--- config.mk ---
export PLATFORM = sky130hd
export DESIGN_NAME = bin_to_bcd_seq_flat
export DESIGN_NICKNAME = d
export VERILOG_FILES = /design/src/rtl/bcd_pkg.sv /design/src/rtl/bin_to_bcd_seq_if.sv /design/src/rtl/bcd_add3.sv /design/src/rtl/bin_to_bcd_seq.sv /design/src/flat_wrapper.sv
export SDC_FILE = /design/constraint.sdc
export NUM_CORES = 1
export LEC_CHECK = 0
export ABC_AREA = 1
export CAP_MARGIN = 15
export CORE_MARGIN = 2
export CORE_UTILIZATION = 51
export CTS_BUF_LIST = sky130_fd_sc_hd__clkbuf_2
export CTS_CLUSTER_DIAMETER = 40
export CTS_CLUSTER_SIZE = 16
export DETAILED_ROUTE_END_ITERATION = 6
export HOLD_SLACK_MARGIN = 0.15
export PLACE_DENSITY = 0.74
export RECOVER_POWER = 50
export SYNTH_ARGS = -nofsm -noshare
export SYNTH_HDL_FRONTEND = slang
export SYNTH_SLANG_ARGS = --single-unit
export TNS_END_PERCENT = 100
--- constraint.sdc ---
create_clock -name clk -period 2.95 [get_ports clk]
set_input_delay 0.59 -clock clk [delete_from_list [all_inputs] [get_ports clk]]
set_output_delay 0.59 -clock clk [all_outputs]
set_load 0.02 [all_outputs]
--- src/rtl/bcd_pkg.sv ---
// Shared BCD display codes and converter state encoding.
// bcd_to_7seg decodes the same two display codes.
package bcd_pkg;

  localparam logic [3:0] BCD_MINUS = 4'hA;
  localparam logic [3:0] BCD_BLANK = 4'hF;

  typedef enum logic [1:0] {
    IDLE   = 2'd0,
    SHIFT  = 2'd1,
    FORMAT = 2'd2
  } conv_state_e;

endpackage

--- src/rtl/bin_to_bcd_seq_if.sv ---
// Request/result bundle between a producer and the binary-to-BCD converter.
interface bin_to_bcd_seq_if #(
  parameter int WIDTH  = 16,
  parameter int DIGITS = 5
);
  logic                  start;
  logic [WIDTH-1:0]      bin_in;
  logic                  busy;
  logic                  done;
  logic [4*DIGITS-1:0]   bcd_out;
  logic                  neg;

  // Producer side: issues requests, observes results.
  modport master (output start, output bin_in,
                  input  busy,  input  done, input bcd_out, input neg);

  // Converter side.
  modport slave  (input  start, input  bin_in,
                  output busy,  output done, output bcd_out, output neg);
endinterface

--- src/rtl/bcd_add3.sv ---
// Double-dabble digit correction: a digit of 5 or more gets 3 added so that
// the following left shift carries correctly into the next decade.
module bcd_add3 (
  input  logic [3:0] d_i,
  output logic [3:0] d_o
);

  // Conditional +3 correction.
  always_comb begin
    d_o = (d_i >= 4'd5) ? (d_i + 4'd3) : d_i;
  end

endmodule

--- src/rtl/bin_to_bcd_seq.sv ---
// Sequential signed-binary to packed-BCD converter (one bit per clock).
// Optionally blanks leading zeros and places a minus code for bcd_to_7seg.
module bin_to_bcd_seq
  import bcd_pkg::*;
#(
  parameter int WIDTH    = 16,
  parameter int DIGITS   = 5,
  parameter int BLANK_LZ = 1
) (
  input  logic              clk,
  input  logic              rst_n,
  bin_to_bcd_seq_if.slave   bus
);

  localparam int CNT_W = $clog2(WIDTH + 1);
  localparam int BCD_W = 4 * DIGITS;

  conv_state_e       state_q, state_d;
  logic [CNT_W-1:0]  cnt_q, cnt_d;
  logic              sign_q, sign_d;
  logic [WIDTH-1:0]  mag_q, mag_d;
  logic [BCD_W-1:0]  scratch_q, scratch_d;
  logic [BCD_W-1:0]  bcd_q, bcd_d;
  logic              neg_q, neg_d;
  logic              done_q, done_d;
  logic [BCD_W-1:0]  adj;
  logic [BCD_W-1:0]  fmt;
  logic              lz_run;

  for (genvar g = 0; g < DIGITS; g++) begin : g_add3
    bcd_add3 u_add3 (
      .d_i (scratch_q[4*g +: 4]),
      .d_o (adj[4*g +: 4])
    );
  end

  // Leading-zero blanking and minus placement on the finished digits.
  always_comb begin
    fmt    = scratch_q;
    lz_run = 1'b1;
    if (BLANK_LZ != 0) begin
      // Digit 0 is never blanked so that zero still shows as "0".
      for (int i = DIGITS - 1; i >= 1; i--) begin
        if (lz_run && (scratch_q[4*i +: 4] == 4'd0)) begin
          fmt[4*i +: 4] = BCD_BLANK;
        end else begin
          lz_run = 1'b0;
        end
      end
      // Minus goes in the blank directly left of the leading significant digit.
      if (sign_q) begin
        for (int i = DIGITS - 1; i >= 1; i--) begin
          if ((fmt[4*i +: 4] == BCD_BLANK) && (fmt[4*(i-1) +: 4] != BCD_BLANK)) begin
            fmt[4*i +: 4] = BCD_MINUS;
          end
        end
      end
    end
  end

  // FSM next-state, datapath next-state and result update.
  always_comb begin
    state_d   = state_q;
    cnt_d     = cnt_q;
    sign_d    = sign_q;
    mag_d     = mag_q;
    scratch_d = scratch_q;
    bcd_d     = bcd_q;
    neg_d     = neg_q;
    done_d    = 1'b0;
    unique case (state_q)
      IDLE: begin
        if (bus.start) begin
          // Two's-complement negate; the most negative value wraps to 2^(WIDTH-1),
          // which is exactly its magnitude as an unsigned number.
          mag_d     = bus.bin_in[WIDTH-1] ? (~bus.bin_in + 1'b1) : bus.bin_in;
          sign_d    = bus.bin_in[WIDTH-1];
          scratch_d = '0;
          cnt_d     = '0;
          state_d   = SHIFT;
        end
      end
      SHIFT: begin
        {scratch_d, mag_d} = {adj, mag_q} << 1;
        cnt_d              = cnt_q + 1'b1;
        if (cnt_q == CNT_W'(WIDTH - 1)) begin
          state_d = FORMAT;
        end
      end
      FORMAT: begin
        bcd_d   = fmt;
        neg_d   = sign_q;
        done_d  = 1'b1;
        state_d = IDLE;
      end
      default: state_d = IDLE;
    endcase
  end

  // Control and result registers; reset aborts any conversion in flight.
  always_ff @(posedge clk or negedge rst_n) begin
    if (!rst_n) begin
      state_q <= IDLE;
      cnt_q   <= '0;
      sign_q  <= 1'b0;
      bcd_q   <= {DIGITS{BCD_BLANK}};
      neg_q   <= 1'b0;
      done_q  <= 1'b0;
    end else begin
      state_q <= state_d;
      cnt_q   <= cnt_d;
      sign_q  <= sign_d;
      bcd_q   <= bcd_d;
      neg_q   <= neg_d;
      done_q  <= done_d;
    end
  end

  // Shift datapath; always cleared on acceptance, so it needs no reset.
  always_ff @(posedge clk) begin
    mag_q     <= mag_d;
    scratch_q <= scratch_d;
  end

  assign bus.busy    = (state_q != IDLE);
  assign bus.done    = done_q;
  assign bus.bcd_out = bcd_q;
  assign bus.neg     = neg_q;

endmodule
--- src/flat_wrapper.sv ---
// flat-port wrapper written by rule: the top's interface ports become plain ports
module bin_to_bcd_seq_flat import bcd_pkg::*;
#(
  parameter int WIDTH    = 16,
  parameter int DIGITS   = 5,
  parameter int BLANK_LZ = 1
)
  (clk, rst_n, bus_start, bus_bin_in, bus_busy, bus_done, bus_bcd_out, bus_neg);
  bin_to_bcd_seq_if #(.WIDTH(WIDTH), .DIGITS(DIGITS)) bus_i ();
  input  logic clk;
  input  logic rst_n;
  input wire logic [$bits(bus_i.start)-1:0] bus_start;
  input wire logic [$bits(bus_i.bin_in)-1:0] bus_bin_in;
  output wire logic [$bits(bus_i.busy)-1:0] bus_busy;
  output wire logic [$bits(bus_i.done)-1:0] bus_done;
  output wire logic [$bits(bus_i.bcd_out)-1:0] bus_bcd_out;
  output wire logic [$bits(bus_i.neg)-1:0] bus_neg;
  assign bus_i.start = bus_start;
  assign bus_i.bin_in = bus_bin_in;
  assign bus_busy = bus_i.busy;
  assign bus_done = bus_i.done;
  assign bus_bcd_out = bus_i.bcd_out;
  assign bus_neg = bus_i.neg;
  bin_to_bcd_seq #(.WIDTH(WIDTH), .DIGITS(DIGITS), .BLANK_LZ(BLANK_LZ)) u_core (.clk(clk), .rst_n(rst_n), .bus(bus_i));
endmodule
==> run metrics, run 1 <==
RSZ-0062 raised after global routing=no; power share of the combinational group=0.426; initial DRC count=188; postcts setup bufs=0; post-synth top area share=0.299; Register-to-Register Path Depth=5; maxcap violations=2; FFs w/ async S/R, synth=0.455; CP startpoint=u_core.state_q[0]$_DFFE_PN0P_; Avg Cell Area, Syn=8.66 um^2; Clock Tree Buf Depth=2; reg-to-reg endpoint=u_core.scratch_q[2]$_SDFFCE_PN0P_; Reg clk slew, reported paths=0.20 ns; PD cells=1010 mW/mm^2; row cnt=30; Final Skew=0.0370 ns; antenna violations before repair=0; antenna-violating nets left=0; synthesis-to-finish area growth=17.5%; Worst Hold Path Cells=2; Pre-antenna DRT Iters=4; vias per cell=5.11; min-delay src=u_core.bus.bcd_out[14]$_DFFE_PN1P_; Worst-Skew Late Latency=0.50 ns; max-slew headroom at the worst pin=-0.0713; CTS H-Tree Depth=3; post-detailed-route wirelength per cell=12.2 um; syn_nets=453; largest net degree at the start of global routing=41; minimum clock period=2.30 ns; Worst Path Arrival=2.67 ns; gr usage total=0.190; Layout fillers=584; Pwr Total=0.00430 W; worst hold path type=reg -> reg; gpl congestion=0.834; leakage power=1.85 nW; hold violation count in the final report=0; crit share post-route=0.778; clock power share=0.140; Starting Density=0.528; WS Path Type=reg -> reg; Placed Cells=549; critical path launch point type=flip-flop; GRT overflow=0; cts hold-fix bufs=0; Ant. Diodes=0; synth top area cells=edfxtp_1 (30%), dfstp_2 (15%), nand2_1 (9.7%); Critical Path Fanout Max=40; global-route layer with the greatest usage=met2; commonest non-fill, non-tap cell in the layout=nand2_1; Synth Cell Area=0.00361 mm^2; Final setup viols=0; Vias=2,889; share of cells above drive strength 1=0.113; CP endpoint kind=flip-flop; final slew viol count=72; data required time of the critical path=3.32 ns; met2 usage=0.322; CTS resizes=0; Port-buffer cells=41; run status=finished, violations left; sequential share of power=0.435; Core Region=0.00683 mm^2; most frequent cells in the layout=nand2_1 (93), nor2_1 (53), inv_1 (41), clkdlybuf4s50_1 (39), edfxtp_1 (36); Sink Count=66; Peak Freq=436 MHz; R2R setup slack=0.65 ns; failing checks=capacitance limit, slew limit; met3 Resource Use GR=0.0283; DRC Markers=0; hpwl dp=4890 um; die height=88.1 um; Die X=88.1 um; post-synthesis cell type count=30; nets=500; FF+latch count, synth=66; R2R Path Start=u_core.state_q[0]$_DFFE_PN0P_; Post-synth EDFFs=36; Die ar.=0.00777 mm^2; post-layout util=0.621; Int Pwr=0.00259 W; final WL=6880 um; Mapped Cells=417; sw frac=0.397; io pins=42; dominant synthesized flop cell=edfxtp_1; met1 Usage GRT=0.241; Seq/Total Area, Yosys=0.514; peak supply drop=0.353 mV; CTS buffer count=9; first-pass GRT wire length=11,500 um; Psw=0.00171 W; TritonCTS clock tree=yes; leading area contributor after synthesis=edfxtp_1; vias in the first global route=2,711; worst-margin pin slew=1.61 ns; post-route insts no fill=565; hold endpoint=u_core.bus.bcd_out[14]$_DFFE_PN1P_; Ys Warns=0; CTS Root Cell=clkbuf_2; Final TNS setup=0 ns
-- registers in the layout, indices dropped and copies added, names as in the netlist --
register	flops
u_core.bus.neg	1
u_core.bus.done	1
u_core.scratch_q	20
u_core.sign_q	1
u_core.cnt_q	5
u_core.bus.bcd_out	20
u_core.mag_q	16
u_core.state_q	2
-- cell usage after synthesis (2+ instances only) --
cell type  count
nand4_1        2
xor2_1        12
nand3_2        2
ha_1          17
nand3b_1       2
nor2_2         3
buf_2          5
edfxtp_1      36
a31oi_1        8
nor2_4         2
nor3_1         5
nand3_1       19
o21ai_2        2
nor2_1        51
o21ai_0        6
o21ai_1       35
dfstp_2       20
a21oi_1       23
dfrtp_1       10
clkbuf_1       4
o22ai_1        3
inv_1         40
nand2_1       93
inv_2         11
-- critical path, cell delays in order (launching register included) --
cell and delay (ns):
dfrtp_1 0.41, clkinv_1 0.07, nor2_1 0.12, clkbuf_1 1.16, o21ai_0 0.25, a21oi_1 0.19
-- worst max path at each step --
stage                                         endpoint  slack [ns]  depth (start not counted)
detailed placement          u_core.mag_q[13]$_DFFE_PP_        0.68                         10
global route        u_core.scratch_q[17]$_SDFFCE_PN0P_        0.37                          5
global placement            u_core.mag_q[13]$_DFFE_PP_        0.70                         10
CTS                                     bus_bcd_out[1]        0.66                          1
finish               u_core.scratch_q[2]$_SDFFCE_PN0P_        0.65                          5
floorplan                u_core.mag_q[0]$_SDFFCE_PP0P_        1.01                          4
-- logic make-up after synthesis --
group / share of synthesized area
and+or+nand+nor: 0.216
adders and majority gates: 0.0589
AOI/OAI and AO/OA: 0.115
DFF: 0.514
xor gates and xnor gates: 0.0315
buffers and inverters: 0.0641
-- area by class of cell --
| type | count | area [um^2] | share of cell area |
|---|---|---|---|
| clock buffer | 10 | 50.0 | 0.0118 |
| clock inverter | 6 | 81.3 | 0.0192 |
| inverter | 51 | 191 | 0.0451 |
| multi-input combinational | 291 | 1510 | 0.356 |
| sequential | 66 | 1860 | 0.438 |
| tap | 96 | 120 | 0.0283 |
| timing repair buffer | 45 | 429 | 0.101 |
-- power groups by stage --
stage / Combinational, W / Clock (W) / Sequential (W)
6_report: 0.00183 / 0.000600 / 0.00187
5_1_grt: 0.00209 / 0.000649 / 0.00192
4_1_cts: 0.00187 / 0.000614 / 0.00187
3_5_place_dp: 0.00186 / 0 / 0.00189
3_3_place_gp: 0.00181 / 0 / 0.00187
2_1_floorplan: 0.00121 / 0 / 0.00197
-- metal layers --
metal	vias up	routed length, um	part of all wire
met5	-	0	0
met2	68	3280	0.48
met3	11	256	0.037
met1	1342	3240	0.47
li1	1468	-	-
met4	0	106	0.015
-- stage by stage --
step	cell area (um^2)	hold slack (ns)	setup WS, ns
5_1_grt	4240	0.499	0.370
6_report	4240	0.481	0.654
4_1_cts	4260	0.450	0.657
2_1_floorplan	3610	0.294	1.01
3_3_place_gp	4130	0.455	0.701
3_5_place_dp	4130	0.458	0.683
(Power assumes the default switching activity.)
==> run 2: changes to the inputs <==
==> constraint.sdc (replaced) <==
create_clock -name clk -period 2.35 [get_ports clk]
set_input_delay 0.47 -clock clk [delete_from_list [all_inputs] [get_ports clk]]
set_output_delay 0.47 -clock clk [all_outputs]
set_load 0.02 [all_outputs]
==> run 2 against run 1 <==
The flow still finishes with violations (capacitance limit, slew limit). Via count is 1.4% lower. Combinational power is 26% higher. Utilization is 0.16 points lower. Design area is 0.27% lower. Worst hold slack worse by 0.00094 ns. Critical path depth is 4 lower.
==> run metrics, run 2 (synthesized netlist as in run 1, its figures left out) <==
vias per cell=5.03 (-1.6%); die height=88.1 um (unchanged); leakage power=1.84 nW (-0.49%); Placed Cells=550 (+0.18%); io pins=42 (unchanged); Finished Cell Area=0.00423 mm^2 (-0.27%); gr usage total=0.198 (+0.00876); Starting Density=0.528 (unchanged); critical path launch point type=flip-flop; minimum clock period=2.15 ns; critical path's largest stage delay=0.59 ns (-0.57 ns); max-slew headroom at the worst pin=-0.0382 (+0.0331); CTS buffer count=9 (unchanged); maxcap violations=1 (-1); CP top delay family=buffers and inverters; Die X=88.1 um (unchanged); Final Skew=0.0375 ns (+0.000479 ns); cts hold-fix bufs=0 (unchanged); data required time of the critical path=1.88 ns (-1.44 ns); run status=finished, violations left; worst path cell trace=clkdlybuf4s50_1; crit share post-route=0.917; antenna-violating nets left=0 (unchanged); gpl congestion=0.840 (+0.73%); hold violation count in the final report=0 (unchanged); vias in the first global route=2,650 (-2.3%); peak supply drop=0.579 mV (+64%); most frequent cells in the layout=nand2_1 (94), nor2_1 (53), inv_1 (43), clkdlybuf4s50_1 (40), edfxtp_1 (36); CP Buf/Inv Count=1 (-1); CP max-delay cell=clkdlybuf4s50_1; Pre-antenna DRT Iters=6 (+2); Sink Count=66 (unchanged); share of cells above drive strength 1=0.115 (+0.00189); Final setup viols=0 (unchanged); PD cells=1260 mW/mm^2 (+24%); commonest non-fill, non-tap cell in the layout=nand2_1; post-route insts no fill=566 (+0.18%); row cnt=30 (unchanged); R2R setup slack=0.34 ns (-0.31 ns); TritonCTS clock tree=yes; R2R Path Start=u_core.state_q[0]$_DFFE_PN0P_; DP Area=0.00414 mm^2 (+0.18%); largest net degree at the start of global routing=41 (unchanged); CP Capture Point=bus_bcd_out[18]; synthesis-to-finish area growth=17.2%; Vias=2,848 (-1.4%); CTS H-Tree Depth=3 (unchanged); Critical Path Fanout Max=2 (-95%); CTS Root Cell=clkbuf_2; nets=501 (+0.20%); Reg clk slew, reported paths=0.22 ns (+0.02 ns); worst-margin pin slew=1.56 ns (-0.0497 ns); instance count on the critical path=1 (-4); Ant. Diodes=0 (unchanged); final WL=6920 um (+0.48%); CTS resizes=0 (unchanged); Worst-Skew Late Latency=0.51 ns (about the same); Worst Path Arrival=1.68 ns (-0.99 ns); CP startpoint=u_core.bus.bcd_out[18]$_DFFE_PN1P_; hpwl dp=4960 um (+1.4%); Core Region=0.00683 mm^2 (unchanged); final setup margin=0.196 ns (-0.458 ns); met3 WL=290 um (+13%); antenna violations before repair=0 (unchanged); GRT overflow=0 (unchanged); Final TNS setup=0 ns (unchanged); Post-Place Setup Slack=0.183 ns (-0.500 ns); Register-to-Register Path Depth=7 (+2); postcts setup bufs=0 (unchanged); initial DRC count=149 (-21%); Port-buffer cells=41 (unchanged); final slew viol count=31 (-57%); Layout fillers=632 (+8.2%); DRC Markers=0 (unchanged); CP endpoint kind=primary output; Max Used Layer=met4; Clock Tree Buf Depth=2 (unchanged); met2 WL=3370 um (+2.7%); Peak Freq=464 MHz; worst hold path type=reg -> reg; RSZ-0062 raised after global routing=no; Met1 Routed Length=3170 um (-2.3%); reg-to-reg endpoint=u_core.cnt_q[1]$_DFFE_PN0P_; post-detailed-route wirelength per cell=12.2 um (+0.30%); WS Path Type=reg -> out; failing checks=capacitance limit, slew limit; first-pass GRT wire length=11,900 um (+3.7%); Die ar.=0.00777 mm^2 (unchanged)
## run 2: how the worst min path moves through the flow
stage | from | endpoint | slack (ns) | cells past startpoint
2_1_floorplan | rst_n | u_core.bus.done$_DFF_PN0_ | 0.17 | 0
3_3_place_gp | u_core.bus.bcd_out[14]$_DFFE_PN1P_ | u_core.bus.bcd_out[14]$_DFFE_PN1P_ | 0.46 | 2
3_5_place_dp | u_core.bus.bcd_out[12]$_DFFE_PN1P_ | u_core.bus.bcd_out[12]$_DFFE_PN1P_ | 0.46 | 2
4_1_cts | rst_n | u_core.bus.done$_DFF_PN0_ | 0.31 | 2
5_1_grt | u_core.bus.bcd_out[12]$_DFFE_PN1P_ | u_core.bus.bcd_out[12]$_DFFE_PN1P_ | 0.49 | 2
6_report | u_core.bus.bcd_out[12]$_DFFE_PN1P_ | u_core.bus.bcd_out[12]$_DFFE_PN1P_ | 0.48 | 2
## run 2: layer usage
layer,vias up,global-route usage
met5,-,0
met4,0,0.0689
met3,8,0.0452
met2,65,0.342
met1,1302,0.246
li1,1473,-
## run 2: power by group
part           switching, W  internal, W  leakage (nW)
logic               0.00143     0.000875          1.06
registers          0.000322      0.00202         0.717
clock network      0.000430     0.000240        0.0616
total               0.00218      0.00314          1.84
## run 2: final cells by class
cell class	count	area, um^2	area share
flip-flops and latches	66	1860	0.439
multi-input cells	291	1510	0.357
repair buffers	46	437	0.103
inverters	51	191	0.0453
well taps	96	120	0.0284
clock inverters	7	70.1	0.0166
clock buffers	9	45.0	0.0107
## run 2: worst register-to-register path: stages, from the launching register on
cell and delay [ns]:
dfrtp_1 0.44, clkinv_1 0.08, nor2_1 0.14, inv_1 0.33
nand2_1 0.19, clkbuf_2 0.49, inv_2 0.08, a22o_1 0.19
## run 2: per-stage QoR
stage / util / total power, W / hold slack [ns]
floorplan: - / 0.00399 / 0.174
global placement: 0.606 / 0.00461 / 0.455
detailed placement: 0.606 / 0.00473 / 0.458
CTS: 0.623 / 0.00541 / 0.314
global route: 0.619 / 0.00580 / 0.495
finish: 0.619 / 0.00532 / 0.480
